`src/rtl/axis_rr_arb.sv`:
```
// Two-input AXI-Stream merge with packet-granular round-robin arbitration.
// Latency: one arbitration cycle per packet, then one cycle input to registered output.
// Backpressure: only the granted port sees tready, high while the output register is empty or draining.
module axis_rr_arb #(
    parameter int DW = 8
) (
    input  logic          clk,
    input  logic          rst,
    input  logic [DW-1:0] s0_tdata,
    input  logic          s0_tvalid,
    input  logic          s0_tlast,
    output logic          s0_tready,
    input  logic [DW-1:0] s1_tdata,
    input  logic          s1_tvalid,
    input  logic          s1_tlast,
    output logic          s1_tready,
    output logic [DW-1:0] m_tdata,
    output logic          m_tvalid,
    output logic          m_tlast,
    input  logic          m_tready,
    output logic [1:0]    grant
);

    typedef enum logic [1:0] {
        IDLE = 2'd0,
        GNT0 = 2'd1,
        GNT1 = 2'd2
    } state_t;

    state_t state;
    logic   last_served;
    logic   out_free;
    logic   ld0;
    logic   ld1;

    // The output register can take a beat when empty or when its current beat leaves this cycle.
    assign out_free  = !m_tvalid || m_tready;
    assign s0_tready = !rst && (state == GNT0) && out_free;
    assign s1_tready = !rst && (state == GNT1) && out_free;
    assign ld0       = s0_tvalid && s0_tready;
    assign ld1       = s1_tvalid && s1_tready;

    always_ff @(posedge clk) begin
        if (rst) begin
            state       <= IDLE;
            grant       <= 2'b00;
            last_served <= 1'b1;
            m_tvalid    <= 1'b0;
            m_tlast     <= 1'b0;
            m_tdata     <= '0;
        end else begin
            case (state)
                IDLE: begin
                    // On a tie the port not served last wins.
                    if (s0_tvalid && (!s1_tvalid || last_served)) begin
                        state <= GNT0;
                        grant <= 2'b01;
                    end else if (s1_tvalid) begin
                        state <= GNT1;
                        grant <= 2'b10;
                    end
                end
                GNT0: begin
                    if (ld0 && s0_tlast) begin
                        state       <= IDLE;
                        grant       <= 2'b00;
                        last_served <= 1'b0;
                    end
                end
                GNT1: begin
                    if (ld1 && s1_tlast) begin
                        state       <= IDLE;
                        grant       <= 2'b00;
                        last_served <= 1'b1;
                    end
                end
                default: begin
                    state <= IDLE;
                    grant <= 2'b00;
                end
            endcase

            if (ld0) begin
                m_tdata  <= s0_tdata;
                m_tlast  <= s0_tlast;
                m_tvalid <= 1'b1;
            end else if (ld1) begin
                m_tdata  <= s1_tdata;
                m_tlast  <= s1_tlast;
                m_tvalid <= 1'b1;
            end else if (m_tready) begin
                m_tvalid <= 1'b0;
            end
        end
    end

endmodule

```
`config.mk`:
```
export PLATFORM = sky130hd
export DESIGN_NAME = axis_rr_arb
export DESIGN_NICKNAME = d
export VERILOG_FILES = /design/src/rtl/axis_rr_arb.sv
export SDC_FILE = /design/constraint.sdc
export NUM_CORES = 1
export LEC_CHECK = 0
export ABC_AREA = 1
export CAP_MARGIN = 20
export CELL_PAD_IN_SITES_DETAIL_PLACEMENT = 1
export CELL_PAD_IN_SITES_GLOBAL_PLACEMENT = 1
export CORE_AREA = 3 3 46 48
export DETAILED_ROUTE_END_ITERATION = 8
export DIE_AREA = 0 0 49 51
export DONT_BUFFER_PORTS = 1
export GPL_TIMING_DRIVEN = 0
export PLACE_DENSITY = 0.8
export SYNTH_ARGS = -nofsm -noshare
export SYNTH_HDL_FRONTEND = slang
export SYNTH_SLANG_ARGS = --single-unit
```
`constraint.sdc`:
```
create_clock -name clk -period 3.1 [get_ports clk]
set_input_delay 0.31 -clock clk [delete_from_list [all_inputs] [get_ports clk]]
set_output_delay 0.31 -clock clk [all_outputs]
set_load 0.1 [all_outputs]
```
==> results_dict.tcl, run 1 <==
set metrics [dict create \
    die-width_um 49 \
    final-setup-viol-count 0 \
    initialDrtViolationCount 3 \
    worst_hold_margin_ns 0.217 \
    finClkSkew_ns 0.00301 \
    cell_leakage_power_nw 0.378 \
    hpwlAfterDp_um 1370 \
    core-area_um2 1750 \
    finalNetCount 132 \
    via_count 666 \
    clock_tree.root_cell "sky130_fd_sc_hd__clkbuf_4" \
    timing.max_slew.rel_slack_pct 30.0 \
    grt_first_pass_wirelength_um 3010 \
    cell_internal_pwr_mw 0.260 \
    layout-drive-gt1-share_pct 18.5 \
    netlist-cell-type-count 17 \
    power.share.sequential_pct 57.4 \
    clkPwrFrac_pct 21.4 \
    cts.reportedPaths.clkPinSlew_ns 0.08 \
    first_pass_iters 4 \
    number_of_pins_with_negative_max_slew_slack_in_the_final_report 0 \
    post_cts_resize_count 0 \
    synth_seq_area_share_pct 36.6 \
    post-synth-top-area-cell "sky130_fd_sc_hd__dfxtp_1" \
    worstHoldPathType "in -> reg" \
    synth_warnings 0 \
    area.growth.synth_to_final_pct 11.3 \
    critical_path.max_stage_delay_ns 1.02 \
    ctsHoldBuffers 0 \
    floorplan.io_pins 37 \
    grt_start_max_net_pins 11 \
    worstSetupStartpointType "flop" \
    post-cts-setup-buffers 0 \
    gp_congestion 0.673 \
    synth_seq_cells 13 \
    detail_route.vias_per_cell 5.01 \
    post_synth_instance_area_um2 711 \
    status "complete, no violations" \
    rsz0062_at_grt "false" \
    power_switching_mw 0.231 \
    rows 15 \
    clkSinkCount 13 \
    clock.fmax_ghz 0.359 \
    final_instance_area_um2 791 \
    skew_pair_late_insertion_delay_ns 0.28 \
    timing_worst_slew_pin_value_ns 1.05 \
    detailedPlace.worstSlack_ns 0.620 \
    max_cap_viol_count 0 \
    finalCritPeriodShare_pct 89.8 \
    swShare_pct 47.0 \
    tritoncts_clock_tree "done" \
    antenna_cells 0 \
    drt_wl_total_um 1760 \
    required_ns 2.79 \
    synth_nets 127 \
    setup_tns_ns 0 \
    synthesis.area_per_instance_um2 6.83 \
    global_route.usage.total_pct 15.9 \
    route.antenna.remaining_nets 0 \
    crit_fanout 4 \
    comb_power_share_pct 21.3 \
    htree_num_levels 1 \
    layout.cells.most_common "sky130_fd_sc_hd__nand2_1" \
    grt_antenna_before_repair 0 \
    synth.area.top_cells "sky130_fd_sc_hd__dfxtp_1 (37%), sky130_fd_sc_hd__nand2_1 (16%), sky130_fd_sc_hd__o21ai_2 (9.9%), sky130_fd_sc_hd__inv_1 (9.5%), sky130_fd_sc_hd__a21oi_1 (6.3%)" \
    cp_slowest_cell "sky130_fd_sc_hd__dfxtp_1" \
    tritoncts.num_buffers 3 \
    grt-ovfl-total 0 \
    synth_top_area_share_pct 36.6 \
    syn_inst 104 \
    drc 0 \
    timing.final.hold_violations 0 \
    final_period_minus_worst_setup_slack_ns 2.79 \
    power_density_nw_per_um2 621 \
    floorplan.initialDensity_pct 40.7 \
    placed_area_um2 764 \
    timing.critical_path.cells "nand2_1, nor3_4" \
    wl_per_cell_um 13.2 \
    number_of_global_route_vias_before_repair 634 \
    port_buffers 0 \
    most-common-layout-cells "sky130_fd_sc_hd__nand2_1 (31), sky130_fd_sc_hd__inv_1 (18), sky130_fd_sc_hd__dfxtp_1 (13), sky130_fd_sc_hd__a21oi_1 (9), sky130_fd_sc_hd__o21ai_2 (8)" \
    fp.dieArea_um2 2500 \
    worst-setup-path-type "reg -> out" \
    ctsLongestPathBuffers 2 \
    ir_drop_uv 288 \
    critical_path_arrival_ns 2.48 \
    layout_setup_ws_ns 0.315 \
    timing.critical_path.to_type "output port" \
    die_height_um 51 \
]
-- state kept, by name, summed over array words and instances, names as in the netlist --
register,cells
m_tdata,8
m_tvalid,1
state,2
m_tlast,1
last_served,1
-- Yosys cell counts, drive strengths merged --
library cell / number
a21oi: 9
buf: 1
clkbuf: 1
dfxtp: 13
inv: 20
nand2: 33
nand3: 7
nand4: 3
nor2: 4
nor3: 3
o21ai: 10
-- cell families after synthesis --
group,after synthesis,synth area share [%]
simple gates,50,32.7
buf+inv,22,13.0
flops,13,36.6
compound gates,19,17.6
-- stage by stage --
| stage | instances | util [%] | total power [mW] |
|---|---|---|---|
| after CTS | 133 | 45.3 | 0.500 |
| after global placement | 129 | 43.1 | 0.384 |
| after floorplan | 104 | - | 0.370 |
| final | 133 | 45.3 | 0.491 |
| after detailed placement | 129 | 43.8 | 0.392 |
| after global routing | 133 | 45.3 | 0.521 |
-- final timing paths --
kind,start,to,slack (ns),depth (start not counted)
setup reg to reg,state[1]$_SDFFE_PP0P_,m_tlast$_SDFFE_PP0P_,0.80,9
setup / recovery,state[1]$_SDFFE_PP0P_,s1_tready,0.31,2
hold reg to reg,last_served$_SDFFE_PP1P_,last_served$_SDFFE_PP1P_,0.50,2
hold / removal,rst,last_served$_SDFFE_PP1P_,0.22,2
-- layout make-up --
type                            instances  area, µm²
Buffer                                  2       15.0
Clock buffer                            4       26.3
Fill cell                             244        955
Inverter                               20       77.6
Multi-Input combinational cell         69        380
Sequential cell                        13        260
Tap cell                               25       31.3
-- worst max-delay path, delay by kind of cell (launching register included) --
family	cells	cell delay, ns
flip-flops	1	1.02
AND/OR/NAND/NOR	2	1.18
-- per-layer routing --
metal,share of wire [%],global-route usage [%]
met2,49,26.5
met4,1.7,5.69
met5,0,0
met1,40,18.3
met3,8.5,6.41
-- power by group through the flow --
stage	registers (mW)	logic, mW	clock network (mW)
2_1_floorplan	0.283	0.0875	0
3_3_place_gp	0.286	0.0988	0
3_5_place_dp	0.286	0.106	0
4_1_cts	0.282	0.107	0.111
5_1_grt	0.284	0.119	0.119
6_report	0.282	0.104	0.105
No activity file was read; power rests on OpenSTA's default activity.
==> run 2, diff against run 1 <==
--- a/config.mk
+++ b/config.mk
@@ -9,9 +9,9 @@
 export CAP_MARGIN = 20
 export CELL_PAD_IN_SITES_DETAIL_PLACEMENT = 1
 export CELL_PAD_IN_SITES_GLOBAL_PLACEMENT = 1
-export CORE_AREA = 3 3 46 48
+export CORE_AREA = 2 2 45 47
 export DETAILED_ROUTE_END_ITERATION = 8
-export DIE_AREA = 0 0 49 51
+export DIE_AREA = 0 0 47 49
 export DONT_BUFFER_PORTS = 1
 export GPL_TIMING_DRIVEN = 0
 export PLACE_DENSITY = 0.8
==> run 2 against run 1 <==
- fmax is 0.21% lower
- clock skew hardly changed
- design area is 0.47% higher
- non-clock buffer count stayed put
- combinational power hardly changed
- hold slack worse by 0.013 ns
- global-route usage is 1.4 points higher
- sequential share of layout area is 0.16 points lower
- die area is 7.8% lower
- critical endpoint unchanged
==> results_dict.tcl, run 2 (synthesized netlist as in run 1, its figures left out) <==
set metrics [dict create \
    status "complete, no violations" \
    grt_antenna_before_repair 0 \
    largest_register_ffs 8 \
    floorplan.initialDensity_pct 38.6 \
    grt_start_max_net_pins 11 \
    post-cts-setup-buffers 0 \
    wl_met2_um 830 \
    grt_first_pass_wirelength_um 2880 \
    wl_per_cell_um 12.4 \
    area.growth.synth_to_final_pct 11.8 \
    final_period_minus_worst_setup_slack_ns 2.79 \
    worstHoldPathType "in -> reg" \
    cts.reportedPaths.clkPinSlew_ns 0.08 \
    critical_path.max_stage_delay_ns 1.01 \
    crit_fanout 4 \
    timing.final.hold_violations 0 \
    clock.fmax_ghz 0.358 \
    final_instance_area_um2 795 \
    layout.cells.most_common "sky130_fd_sc_hd__nand2_1" \
    finalNetCount 132 \
    skew_pair_late_insertion_delay_ns 0.28 \
    critical_path.reg2reg.startpoint "state[1]$_SDFFE_PP0P_" \
    setup_tns_ns 0 \
    final-setup-viol-count 0 \
    min_from "rst" \
    timing.critical_path.cells "nand2_1, nor3_4" \
    reg.largest.list "m_tdata: 8 flops, state: 2 flops" \
    die_height_um 49 \
    tritoncts_clock_tree "done" \
    largest_register_by_flop_count "m_tdata" \
    tritoncts.num_buffers 3 \
    most-common-layout-cells "sky130_fd_sc_hd__nand2_1 (31), sky130_fd_sc_hd__inv_1 (18), sky130_fd_sc_hd__dfxtp_1 (13), sky130_fd_sc_hd__a21oi_1 (9), sky130_fd_sc_hd__o21ai_2 (8)" \
    via_count 670 \
    hpwlAfterDp_um 1360 \
    rows 16 \
    detail_route.vias_per_cell 4.96 \
    worst-setup-path-type "reg -> out" \
    global_route.usage.total_pct 17.3 \
    rsz0062_at_grt "false" \
    antenna_cells 0 \
    floorplan.io_pins 37 \
    ctsLongestPathBuffers 2 \
    fp.dieArea_um2 2300 \
    gp_congestion 0.800 \
    timing.max_slew.rel_slack_pct 30.7 \
    timing_worst_slew_pin_value_ns 1.04 \
    post_cts_resize_count 0 \
    initialDrtViolationCount 6 \
    required_ns 2.79 \
    dr_wl_met3_um 136 \
    finClkSkew_ns 0.00302 \
    worstSetupStartpointType "flop" \
    grt-ovfl-total 0 \
    routed_metal_1_wire_length_um 684 \
    ir_drop_uv 219 \
    critical_path_startpoint "state[1]$_SDFFE_PP0P_" \
    drt_wl_total_um 1670 \
    clkSinkCount 13 \
    first_pass_iters 2 \
    max_cap_viol_count 0 \
    cp_slowest_cell "sky130_fd_sc_hd__dfxtp_1" \
    number_of_pins_with_negative_max_slew_slack_in_the_final_report 0 \
    route.antenna.remaining_nets 0 \
    port_buffers 0 \
    detailedPlace.worstSlack_ns 0.591 \
    layout-drive-gt1-share_pct 19.4 \
    cell_leakage_power_nw 0.381 \
    finalCritPeriodShare_pct 90.0 \
    ctsHoldBuffers 0 \
    placed_area_um2 767 \
    htree_num_levels 1 \
    power_density_nw_per_um2 617 \
    timing.critical_path.to_type "output port" \
    drc 0 \
    critical_path_arrival_ns 2.48 \
    number_of_global_route_vias_before_repair 681 \
    highest_layer "met4" \
    clock_tree.root_cell "sky130_fd_sc_hd__clkbuf_4" \
    die-width_um 47 \
    layout_setup_ws_ns 0.309 \
    core-area_um2 1840 \
]
-- run 2: cell types whose count changed in the layout (fill, tap and decap cells not counted) --
cell	delta
sky130_fd_sc_hd__clkbuf_1	-1
sky130_fd_sc_hd__clkinv_2	+1
-- run 2: layer usage --
metal	GRT usage, %	vias up
li1	-	338
met1	19.4	303
met2	28.5	25
met3	8.52	4
met4	4.17	0
met5	0	-
-- run 2: worst max-delay path: cells and delay by family, from the launching register on --
family	cells	cell delay, ns
AND/OR/NAND/NOR	2	1.18
flip-flops	1	1.01
-- run 2: worst paths after layout --
| kind | end | slack (ns) | depth (start not counted) |
|---|---|---|---|
| worst max-delay path | s1_tready | 0.31 | 2 |
| worst min-delay path | last_served$_SDFFE_PP1P_ | 0.20 | 2 |
| worst max register to register | m_tlast$_SDFFE_PP0P_ | 0.80 | 9 |
| worst min register to register | last_served$_SDFFE_PP1P_ | 0.46 | 2 |
-- run 2: power breakdown --
part	switching [mW]	leakage [nW]	internal [mW]
Clock	0.0573	0.0177	0.0479
Combinational	0.0733	0.257	0.0306
Sequential	0.102	0.106	0.180
-- run 2: final cells by class --
class,instances,area (µm²)
Inverter,20,77.6
Multi-Input combinational cell,69,380
Fill cell,260,1050
Clock buffer,3,22.5
Buffer,2,15.0
Clock inverter,1,5.00
Sequential cell,13,260
Tap cell,27,33.8
-- run 2: metrics by stage --
stage               cells  power [mW]  utilization, %  hold slack, ns
floorplan             104       0.370               -           0.424
global placement      131       0.384            41.0           0.438
detailed placement    131       0.391            41.6           0.448
CTS                   135       0.500            43.1           0.192
global route          135       0.524            43.1           0.208
finish                135       0.491            43.1           0.204
